## config.mk

```make
export PLATFORM = sky130hd
export DESIGN_NAME = icache_arbiter
export DESIGN_NICKNAME = d
export VERILOG_FILES = /design/src/rtl/icache_arbiter.sv
export SDC_FILE = /design/constraint.sdc
export NUM_CORES = 1
export LEC_CHECK = 0
export ABC_AREA = 0
export BUFFER_PORTS_ARGS = -buffer_cell sky130_fd_sc_hd__buf_4
export CAP_MARGIN = 20
export CORE_MARGIN = 1
export CORE_UTILIZATION = 39
export DETAILED_ROUTE_END_ITERATION = 6
export GPL_TIMING_DRIVEN = 0
export PLACE_DENSITY = 0.82
export SLEW_MARGIN = 20
export SYNTH_ARGS = -nofsm -noshare
export SYNTH_HDL_FRONTEND = slang
export SYNTH_SLANG_ARGS = --single-unit
```

## constraint.sdc

```tcl
create_clock -name clk_i -period 1.65 [get_ports clk_i]
set_input_delay 0.0825 -clock clk_i [delete_from_list [all_inputs] [get_ports clk_i]]
set_output_delay 0.0825 -clock clk_i [all_outputs]
set_load 0.02 [all_outputs]
```

## src/rtl/icache_arbiter.sv

```systemverilog
// rtl/icache_arbiter.sv - shares one icache address/response port between N_REQ fetch requesters
// Requests are tagged with their owner in an in-order queue; flushed entries drain silently.
module icache_arbiter #(
    parameter int N_REQ      = 2,
    parameter int MAX_OUTST  = 2,
    parameter int FIXED_PRIO = 0,
    parameter int XLEN       = 32,
    parameter int DATA_W     = 32
) (
    input  logic                  clk_i,
    input  logic                  rst_i,
    input  logic                  flush_i,
    input  logic [N_REQ*XLEN-1:0] req_addr_i,
    input  logic [N_REQ-1:0]      req_valid_i,
    output logic [N_REQ-1:0]      req_ready_o,
    output logic [DATA_W-1:0]     rsp_data_o,
    output logic [N_REQ-1:0]      rsp_valid_o,
    input  logic [N_REQ-1:0]      rsp_ready_i,
    output logic [XLEN-1:0]       addr_o,
    output logic                  addr_valid_o,
    input  logic                  addr_ready_i,
    input  logic [DATA_W-1:0]     data_i,
    input  logic                  data_valid_i,
    output logic                  data_ready_o
);

    localparam int ID_W  = $clog2(N_REQ);
    localparam int PTR_W = (MAX_OUTST > 1) ? $clog2(MAX_OUTST) : 1;
    localparam int CNT_W = $clog2(MAX_OUTST + 1);

    localparam logic ST_ARB  = 1'b0;
    localparam logic ST_HOLD = 1'b1;

    logic                 state;
    logic [ID_W-1:0]      rr_ptr;
    logic [CNT_W-1:0]     cnt;
    logic [PTR_W-1:0]     wr_ptr;
    logic [PTR_W-1:0]     rd_ptr;
    logic [ID_W-1:0]      owner_q [MAX_OUTST];
    logic                 kill_q  [MAX_OUTST];
    logic [XLEN-1:0]      hold_addr;
    logic [ID_W-1:0]      hold_id;
    logic                 hold_kill;

    logic                 found;
    logic [ID_W-1:0]      gnt;
    logic [N_REQ-1:0]     gnt_oh;
    logic                 can_grant;
    logic                 push;
    logic [ID_W-1:0]      push_id;
    logic                 push_kill;
    logic                 pop;
    logic                 has_head;
    logic [ID_W-1:0]      head_owner;
    logic                 head_kill;
    logic [N_REQ-1:0]     head_oh;

    function automatic logic [PTR_W-1:0] ptr_inc(input logic [PTR_W-1:0] p);
        return (int'(p) == MAX_OUTST - 1) ? '0 : p + 1'b1;
    endfunction

    // Round-robin scans indices at/after rr_ptr first, then wraps to those below it.
    always_comb begin
        found  = 1'b0;
        gnt    = '0;
        gnt_oh = '0;
        for (int j = 0; j < N_REQ; j++) begin
            if (!found && req_valid_i[j] && (FIXED_PRIO != 0 || ID_W'(j) >= rr_ptr)) begin
                found     = 1'b1;
                gnt       = ID_W'(j);
                gnt_oh    = '0;
                gnt_oh[j] = 1'b1;
            end
        end
        if (FIXED_PRIO == 0) begin
            for (int j = 0; j < N_REQ; j++) begin
                if (!found && req_valid_i[j] && ID_W'(j) < rr_ptr) begin
                    found     = 1'b1;
                    gnt       = ID_W'(j);
                    gnt_oh    = '0;
                    gnt_oh[j] = 1'b1;
                end
            end
        end
    end

    assign can_grant  = (state == ST_ARB) && !flush_i && (cnt < CNT_W'(MAX_OUTST)) && found;
    assign push       = (state == ST_HOLD) ? addr_ready_i : (can_grant && addr_ready_i);
    assign push_id    = (state == ST_HOLD) ? hold_id : gnt;
    assign push_kill  = (state == ST_HOLD) ? (hold_kill || flush_i) : 1'b0;

    assign has_head   = (cnt != '0);
    assign head_owner = owner_q[rd_ptr];
    assign head_kill  = kill_q[rd_ptr];

    always_comb begin
        head_oh             = '0;
        head_oh[head_owner] = 1'b1;
    end

    always_comb begin
        req_ready_o  = '0;
        rsp_data_o   = '0;
        rsp_valid_o  = '0;
        addr_o       = '0;
        addr_valid_o = 1'b0;
        data_ready_o = 1'b0;
        if (!rst_i) begin
            rsp_data_o = data_i;
            if (state == ST_HOLD) begin
                addr_o       = hold_addr;
                addr_valid_o = 1'b1;
            end else if (can_grant) begin
                req_ready_o  = gnt_oh;
                addr_o       = req_addr_i[int'(gnt)*XLEN +: XLEN];
                addr_valid_o = 1'b1;
            end
            if (has_head) begin
                if (head_kill) begin
                    data_ready_o = 1'b1;
                end else begin
                    rsp_valid_o  = data_valid_i ? head_oh : '0;
                    data_ready_o = rsp_ready_i[head_owner];
                end
            end
        end
    end

    assign pop = data_valid_i && data_ready_o;

    always_ff @(posedge clk_i or posedge rst_i) begin
        if (rst_i) begin
            state     <= ST_ARB;
            rr_ptr    <= '0;
            cnt       <= '0;
            wr_ptr    <= '0;
            rd_ptr    <= '0;
            hold_addr <= '0;
            hold_id   <= '0;
            hold_kill <= 1'b0;
            for (int i = 0; i < MAX_OUTST; i++) begin
                owner_q[i] <= '0;
                kill_q[i]  <= 1'b0;
            end
        end else begin
            // A flush kills everything queued; a same-cycle push carries the kill in push_kill.
            if (flush_i) begin
                for (int i = 0; i < MAX_OUTST; i++) begin
                    kill_q[i] <= 1'b1;
                end
            end
            if (push) begin
                owner_q[wr_ptr] <= push_id;
                kill_q[wr_ptr]  <= push_kill;
                wr_ptr          <= ptr_inc(wr_ptr);
            end
            if (pop) begin
                rd_ptr <= ptr_inc(rd_ptr);
            end
            if (push && !pop) begin
                cnt <= cnt + 1'b1;
            end else if (!push && pop) begin
                cnt <= cnt - 1'b1;
            end

            if (can_grant) begin
                rr_ptr <= (int'(gnt) == N_REQ - 1) ? '0 : gnt + 1'b1;
            end

            case (state)
                ST_ARB: begin
                    if (can_grant && !addr_ready_i) begin
                        hold_addr <= req_addr_i[int'(gnt)*XLEN +: XLEN];
                        hold_id   <= gnt;
                        hold_kill <= 1'b0;
                        state     <= ST_HOLD;
                    end
                end
                default: begin
                    if (flush_i) begin
                        hold_kill <= 1'b1;
                    end
                    if (addr_ready_i) begin
                        state <= ST_ARB;
                    end
                end
            endcase
        end
    end

endmodule

```

==> Yosys cells after proc, flatten, opt, wreduce, memory -nomap -nowiden <==
Cells that the tools add are included.
{ "totals": {"word_cells": 120, "ff_bits": 44, "inputBits": 105, "out_inout_bits": 70} }
{ "op_classes": {"bitwise": 3, "reduce_logical": 30, "add_sub_neg": 5, "n_lt_le_gt_ge": 10, "eq_ne": 1, "shift": 1, "mux": 58} }
{ "ops": {"columns": ["operator", "n"], "rows": [
  ["$mux W32", 4],
  ["$shiftx A64 B7 Y32", 1],
  ["$mux W1", 36],
  ["$mux W2", 14],
  ["$logic_and A1 B1 Y1", 17],
  ["$logic_not A1 Y1", 7],
  ["$reduce_bool A2 Y1", 3],
  ["$bwmux W2", 2],
  ["$ge A2 B2 Y1 const B", 2],
  ["$not A1 Y2", 2],
  ["$reduce_and A2 Y1", 2],
  ["$add A1 B1 Y1 const B", 3],
  ["$add A2 B1 Y2 const B", 1],
  ["$demux W1 S1", 2],
  ["$ge A1 B1 Y1 const A", 2],
  ["$lt A1 B1 Y1 const A", 2],
  ["$lt A1 B2 Y1 const B", 1],
  ["$lt A2 B1 Y1 const B", 1],
  ["$lt A2 B2 Y1 const B", 1],
  ["$ne A2 B2 Y1 const B", 1],
  ["$sub A2 B1 Y2 const B", 1],
  ["$ge A1 B1 Y1 const B", 1],
  ["$logic_or A1 B1 Y1", 1],
  ["$not A1 Y1", 1]
]} }

==> Depth between registers and ports, before layout <==
Gate-level depths: netlist of the first run.
{ "logic_depth": {"word_depth": 22, "mapped_depth": 9, "depth_no_buf": 8} }

==> Least setup slack after synthesis of the first run <==
No wires, ideal clock.
{ "synth_path": {"kind": "input to register", "start": "input port rst_i", "end": "register cnt[1]", "slack_ns": -0.820, "setup_time_ns": 0.079, "t_arrival_ns": 2.391, "cell_stages": 8, "path_buffers": 1, "required_ns": 1.571, "path_cell_list": "clkbuf_1 -> inv_1 -> o211ai_1 -> a21oi_1 -> inv_1 -> ha_1 -> nor2_1 -> xor2_1"} }
{ "synth_between": {"elab_chain_cells": 5, "elab_cells_between_ends": 7, "classes_between": "mux (2); reduce/logical (5)"} }
{ "synth_rtl": {"columns": ["element", "line", "rtl"], "rows": [
  ["start, declared", "11", "input logic rst_i,"],
  ["$mux W1 *", "108", "if (!rst_i) begin"],
  ["$logic_and A1 B1 Y1 *", "129", "assign pop = data_valid_i && data_ready_o;"],
  ["$logic_not A1 Y1", "160", "if (push && !pop) begin"],
  ["$logic_and A1 B1 Y1", "160", null],
  ["$mux W2 or $reduce_bool A2 Y1 (tied branches)", null, null],
  ["end signal, assigned", "161", "cnt <= cnt + 1'b1;"],
  ["end signal, assigned", "163", "cnt <= cnt - 1'b1;"],
  ["end, declared", "36", "logic [CNT_W-1:0] cnt;"]
]} }
Mark *: on every way between the ends. The rest lies on a longest branch, timed or not.
A chain may end at the register's enable or synchronous reset.

==> Final worst setup path of the first run <==
{ "layout_path": {"start": "register cnt[1]", "end": "output port addr_o[15]"} }
{ "layout_between": {"elab_chain_cells": 6} }
{ "layout_rtl": {"columns": ["element", "line", "rtl"], "rows": [
  ["$lt A2 B2 Y1", "87", "assign can_grant = (state == ST_ARB) && !flush_i && (cnt < CNT_W'(MAX_OUTST)) && found;"],
  ["$logic_and A1 B1 Y1 (2 in series)", "87", null],
  ["$mux W32", "113", "end else if (can_grant) begin"],
  ["$mux W32", "110", "if (state == ST_HOLD) begin"],
  ["$mux W32", "108", null],
  ["end, declared", "19", "output logic [XLEN-1:0] addr_o,"]
]} }
Every way passes these cells.

==> flow_summary_export.csv, run 1 <==
group,metric,value,unit
critical_path,cp.arrival,2.04,ns
yosys,ys.flop_type,"dfrtp_1",
yosys,async_flop_share,1.000,
die,core_area,6756,µm²
yosys,ys_ff_latch,44,
power_and_ir_drop,ir_worst_vdd,640.9,µV
final_layout,antenna_cells,0,
clocking,cts_root_buffer,"clkbuf_8",
die,die_h,85.48,µm
final_layout,fillers,381,
place,placed_area,4516,µm²
timing,hold_violations,1,
clocking,cts_tree,"yes",
yosys,synth.distinct_cells,33,
power_and_ir_drop,p_per_area,1133,nW/µm²
place,io_buffer_count,173,
place,gp_congestion,0.7873,
yosys,syn_area_per_cell,8.336,µm²
yosys,synth.most_common_cell,"nor2_1",
routing,vias,3302,
critical_path,critPathMostFrequentCell,"buf_12",
clocking,clk_path_buf_depth,2,
timing,setup_slack,-0.4685,ns
critical_path,cp-start-kind,"flop",
die,die_area,7306,µm²
routing,first_iter_violations,171,
timing,fin_crit,2.119,ns
routing,drtAntennaViolNets,0,
yosys,yosys.area.top_type_share,0.4052,
timing,tightest_slew,0.5353,ns
worst_hold_path,hold_path.class,"in2async",
final_layout,design_area,5490,µm²
yosys,ys_top_cells_by_area,"dfrtp_1 41%, mux2i_1 12%, nor2b_1 7.8%",
timing,holdWs,-0.0004805,ns
timing,fmax,472.0,MHz
critical_path,crit_type,"reg2out",
timing,setup_total_negative_slack,-27.64,ns
yosys,synth_common_cells,"47 x nor2_1, 44 x dfrtp_1, 36 x a21oi_1, 35 x nand2_1",
critical_path,endpoint_kind,"primary output",
timing,setup_violations,77,
clocking,clock_latency,0.30,ns
global_routing,grt_start_max_net_pins,23,
final_layout,nNetsFinal,644,
place,hpwl,6704,µm
yosys,syn_nets,432,
global_routing,track_usage,0.2803,
yosys,synth_area,2718,µm²
place,post-place-ws,-0.6997,ns
global_routing,grt_antenna_before_repair,0,
yosys,ys_seq_area_frac,0.4052,
timing,rsz0062_at_grt,"true",
routing,vias_per_cell,5.334,
job,cap_violations,0,
yosys,yosys.area.top_type,"dfrtp_1",
routing,firstDrtPassIters,4,
timing,slew_violations,0,
die,ios,175,
routing,wire_per_inst,17.49,µm
status,outcome,"finished with violations",
global_routing,grt_pass1_wl,15760,µm
timing,slew_headroom,0.6424,
place,dp.cells,579,
status,violations,"hold timing, setup timing",
yosys,syn_inst,326,
clocking,cts_buffers,5,
final_layout,syn2layout_area_growth,102.0,%
final_layout,drive_gt1_frac,0.5881,
routing,drc,0,
critical_path,crit_path_cell_trace,"or2_4 -> or4_4 -> buf_12 -> buf_12 -> o21ai_4 -> buf_6",
critical_path,critPathSlowestCell,"or4_4",
critical_path,required,1.57,ns
yosys,yosys_warnings,0,
die,num_rows,30,
critical_path,cpPeakStageDelay,0.50,ns
critical_path,cp_max_fo,10,
clocking,cts.clk_slew.worst_paths,0.09,ns
final_layout,post-route-util,0.8126,
yosys,synth_edf_count,0,
die,die_x,85.48,µm
clocking,numClockSinks,44,
clocking,htree_num_levels,2,
die,initial_core_util,0.4022,
final_layout,multi_input_area,2059,µm²
final_layout,seq_area,1104,µm²
timing,fin_skew,0.01081,ns
routing,drt_wl_total,10830,µm
power_and_ir_drop,power_leakage,2.487,nW
power_and_ir_drop,power,6.222,mW
final_layout,final_cells,619,
global_routing,grt_overflow_total,0,
global_routing,grt_pass1_vias,3245,
timing,fin_crit_sh,1.284,
kinds of logic after synthesis:
kind of cell | Yosys count | synth area share
AO/OA/AOI/OAI | 83 | 0.1657
XOR/XNOR | 5 | 0.01611
adder cells (fa/ha/maj) | 1 | 0.004603
buffers and inverters | 31 | 0.05893
flip-flops | 44 | 0.4052
multiplexers | 35 | 0.1298
AND/OR/NAND/NOR | 127 | 0.2196
worst max-delay path, delay by kind of cell, from the launching register on:
kind / cells / cell delay, ns
and+or+nand+nor: 2 / 0.74
buffers and inverters: 3 / 0.46
AOI/OAI and AO/OA: 1 / 0.14
DFF: 1 / 0.39
where the power goes:
part           switching, mW  internal [mW]  leakage, nW
logic                   1.65           1.67         1.94
registers              0.411           1.60        0.489
clock network          0.391          0.496       0.0614
cell type report:
type                    instances  share of cell area
plain buffers                  21             0.04421
clock buffers                   6             0.01504
clock inverters                 2            0.007065
inverters                       5            0.004102
multi-input cells             251              0.3751
flip-flops and latches         44              0.2010
well taps                      80             0.01823
repair buffers                209              0.3339
repair inverters                1            0.001367
layer usage:
layer / share of wire / global-route usage / wire [µm] / vias up
met4: 0.028 / 0.1030 / 299 / 0
met3: 0.084 / 0.06323 / 908 / 33
met1: 0.36 / 0.3073 / 3926 / 1561
li1: - / - / - / 1520
met5: 0 / 0 / 0 / -
met2: 0.53 / 0.5251 / 5695 / 188
placed cells by master, fill, tap and decap left out, types with 2 or more instances in the layout:
cell	count
a211oi_2	2
a21oi_1	21
a21oi_2	13
a21oi_4	2
buf_12	6
buf_16	3
buf_4	157
buf_6	49
buf_8	4
clkbuf_1	3
clkbuf_2	2
clkbuf_8	6
clkinvlp_4	2
dfrtp_1	42
dfrtp_2	2
dlygate4sd3_1	2
inv_1	4
mux2_4	2
mux2i_1	17
mux2i_2	14
mux2i_4	2
nand2_1	35
nand2b_1	2
nor2_1	42
nor2_4	4
nor2b_1	33
nor3_1	3
o21a_1	2
o21ai_0	2
o21ai_2	2
o21ai_4	31
xor2_1	4
registers in the layout, indices dropped and copies added, names as in the netlist:
register and count:
owner_q 2, kill_q 2, wr_ptr 1, hold_kill 1, hold_id 1, rr_ptr 1
rd_ptr 1, state 1, hold_addr 32, cnt 2
worst paths after layout:
kind                                      from       endpoint  slack, ns  cells past startpoint
worst max-delay path                    cnt[1]     addr_o[15]      -0.47                      6
worst min-delay path                     rst_i   hold_addr[9]    -0.0005                      3
worst max register to register          cnt[1]  hold_addr[30]      -0.39                     10
worst min register to register          wr_ptr         wr_ptr       0.49                      1
max in group asynchronous                rst_i         cnt[0]       0.84                      3
min in group clk_i              req_valid_i[1]         rr_ptr       0.03                      2
what timing repair did:
action / CTS / global route
resized for setup: 103 / 38
hold buffers: 2 / 1
cloned: 5 / 0
setup endpoints to repair: 76 / 77
setup buffers: 14 / 15
pin swaps: 5 / 10
hold endpoints to repair: 23 / 22
No activity file was read; power rests on OpenSTA's default activity.
==> run 2, diff against run 1 <==
Settings changed: CORE_UTILIZATION 39 to 35, PLACE_DENSITY 0.82 to 0.71, SLEW_MARGIN 20 to 30.
==> flow_summary_export.csv, run 2 (synthesis gave the netlist of run 1 again) <==
group,metric,value,unit
status,outcome,"finished with violations",
status,violations,"setup timing",
critical_path,cpPeakStageDelay,0.49,ns
power_and_ir_drop,power_leakage,2.505,nW
routing,firstDrtPassIters,4,
timing,fmax,467.0,MHz
global_routing,track_usage,0.2485,
timing,setup_violations,77,
worst_hold_path,hold_path.class,"in2reg",
timing,hold_violations,0,
die,core_area,7370,µm²
clocking,htree_num_levels,2,
critical_path,cp_max_fo,10,
final_layout,layout_commonest_cell,"buf_4",
job,cap_violations,0,
clocking,cts_tree,"yes",
final_layout,antenna_cells,0,
routing,first_iter_violations,93,
place,placed_area,4559,µm²
global_routing,grt_start_max_net_pins,30,
critical_path,crit_path_cell_trace,"or2_4 -> or4_4 -> buf_12 -> buf_12 -> o21ai_4 -> buf_6",
timing,fin_crit,2.141,ns
global_routing,grt_antenna_before_repair,0,
global_routing,grt_pass1_vias,3229,
clocking,clk_path_buf_depth,2,
die,die_x,90.12,µm
timing,slew_violations,0,
critical_path,cp.arrival,2.06,ns
final_layout,layout_common_cells,"152 x buf_4, 54 x buf_6, 42 x dfrtp_1",
final_layout,top_register,"hold_addr",
critical_path,critical_path_depth,6,
worst_hold_path,holdPathStages,2,
critical_path,endpoint_kind,"primary output",
routing,wire_per_inst,16.87,µm
clocking,clock_latency,0.29,ns
place,io_buffer_count,173,
timing,slew_headroom,0.5437,
critical_path,ff2ff_path_depth,10,
clocking,cts_buffers,5,
power_and_ir_drop,p_per_area,1080,nW/µm²
final_layout,drive_gt1_frac,0.5849,
clocking,cts_root_buffer,"clkbuf_8",
place,gp_congestion,0.8068,
timing,tightest_slew,0.6822,ns
final_layout,syn2layout_area_growth,104.4,%
routing,drc,0,
global_routing,grt_pass1_wl,16220,µm
routing,drt_wl_total,10810,µm
routing,vias_per_cell,5.002,
critical_path,critPathMostFrequentCell,"buf_12",
clocking,numClockSinks,44,
final_layout,nNetsFinal,647,
critical_path,required,1.57,ns
critical_path,critPathSlowestCell,"or4_4",
critical_path,crit_type,"reg2out",
timing,setup_total_negative_slack,-27.94,ns
die,initial_core_util,0.3688,
critical_path,crit_family,"simple AND/OR/NAND/NOR gates",
timing,setup_slack,-0.4914,ns
critical_path,cp-start-kind,"flop",
routing,drtAntennaViolNets,0,
power_and_ir_drop,ir_worst_vdd,601.1,µV
critical_path,r2r_slack,-0.37,ns
final_layout,design_area,5555,µm²
critical_path,crit_buf_inv,3,
die,die_h,90.12,µm
place,hpwl,7129,µm
timing,fin_crit_sh,1.298,
final_layout,post-route-util,0.7538,
die,num_rows,31,
die,ios,175,
die,die_area,8121,µm²
clocking,cts.clk_slew.worst_paths,0.08,ns
timing,fin_skew,0.005263,ns
global_routing,grt_overflow_total,0,
routing,vias,3206,
final_layout,largest_reg_flops,32,
timing,rsz0062_at_grt,"true",
==> run 2: cell types whose count changed in the layout (fill, tap and decap cells not counted), moves of 4 or more <==
cell | before | now
buf_4 | 157 | 152
a21oi_2 | 13 | 9
a21oi_1 | 21 | 27
buf_6 | 49 | 54
==> run 2: per-stage QoR <==
| step | worst slack [ns] | hold WS [ns] | cells | power [mW] |
|---|---|---|---|---|
| 4_1_cts | -0.4558 | 0.009164 | 631 | 5.688 |
| 3_5_place_dp | -0.3902 | 0.1292 | 599 | 4.371 |
| 3_3_place_gp | -0.7271 | 0.2926 | 598 | 4.269 |
| 6_report | -0.4914 | 0.01545 | 641 | 6.002 |
| 2_1_floorplan | -0.3050 | 0.1489 | 326 | 3.538 |
| 5_1_grt | -0.5214 | 0.01444 | 641 | 6.333 |
==> run 2: power by group <==
part | leakage [nW] | switching, mW | internal [mW]
logic | 1.97 | 1.60 | 1.71
clock network | 0.0455 | 0.358 | 0.342
registers | 0.489 | 0.390 | 1.60
total | 2.50 | 2.34 | 3.66
==> run 2: what timing repair did <==
item,4_1_cts,5_1_grt
endpoints found under the setup margin,74,76
gates cloned,7,0
pin swaps,9,7
endpoints found under the hold margin,16,0
buffers inserted,17,11
gates resized for setup,116,35
hold buffers,3,0
==> run 2: cell type report <==
cell class | count | area [µm²]
buffer | 23 | 290.3
clock buffer | 8 | 90.09
fill | 553 | 1814
inverter | 5 | 22.52
multi-input combinational | 251 | 2041
sequential | 44 | 1104
tap | 99 | 123.9
timing repair buffer | 211 | 1884
==> run 2: worst paths after layout <==
check | start | endpoint
worst max-delay path | cnt[1] | addr_o[11]
worst min-delay path | req_valid_i[1] | rr_ptr
worst max register to register | cnt[1] | hold_addr[9]
worst min register to register | wr_ptr | wr_ptr
max in group asynchronous | rst_i | rd_ptr
min in group asynchronous | rst_i | rr_ptr
==> run 2: per-layer routing <==
layer  GRT usage  part of all wire
met4     0.05780             0.017
met2      0.4701              0.54
met3     0.05245             0.068
met1      0.2825              0.37
met5           0                 0
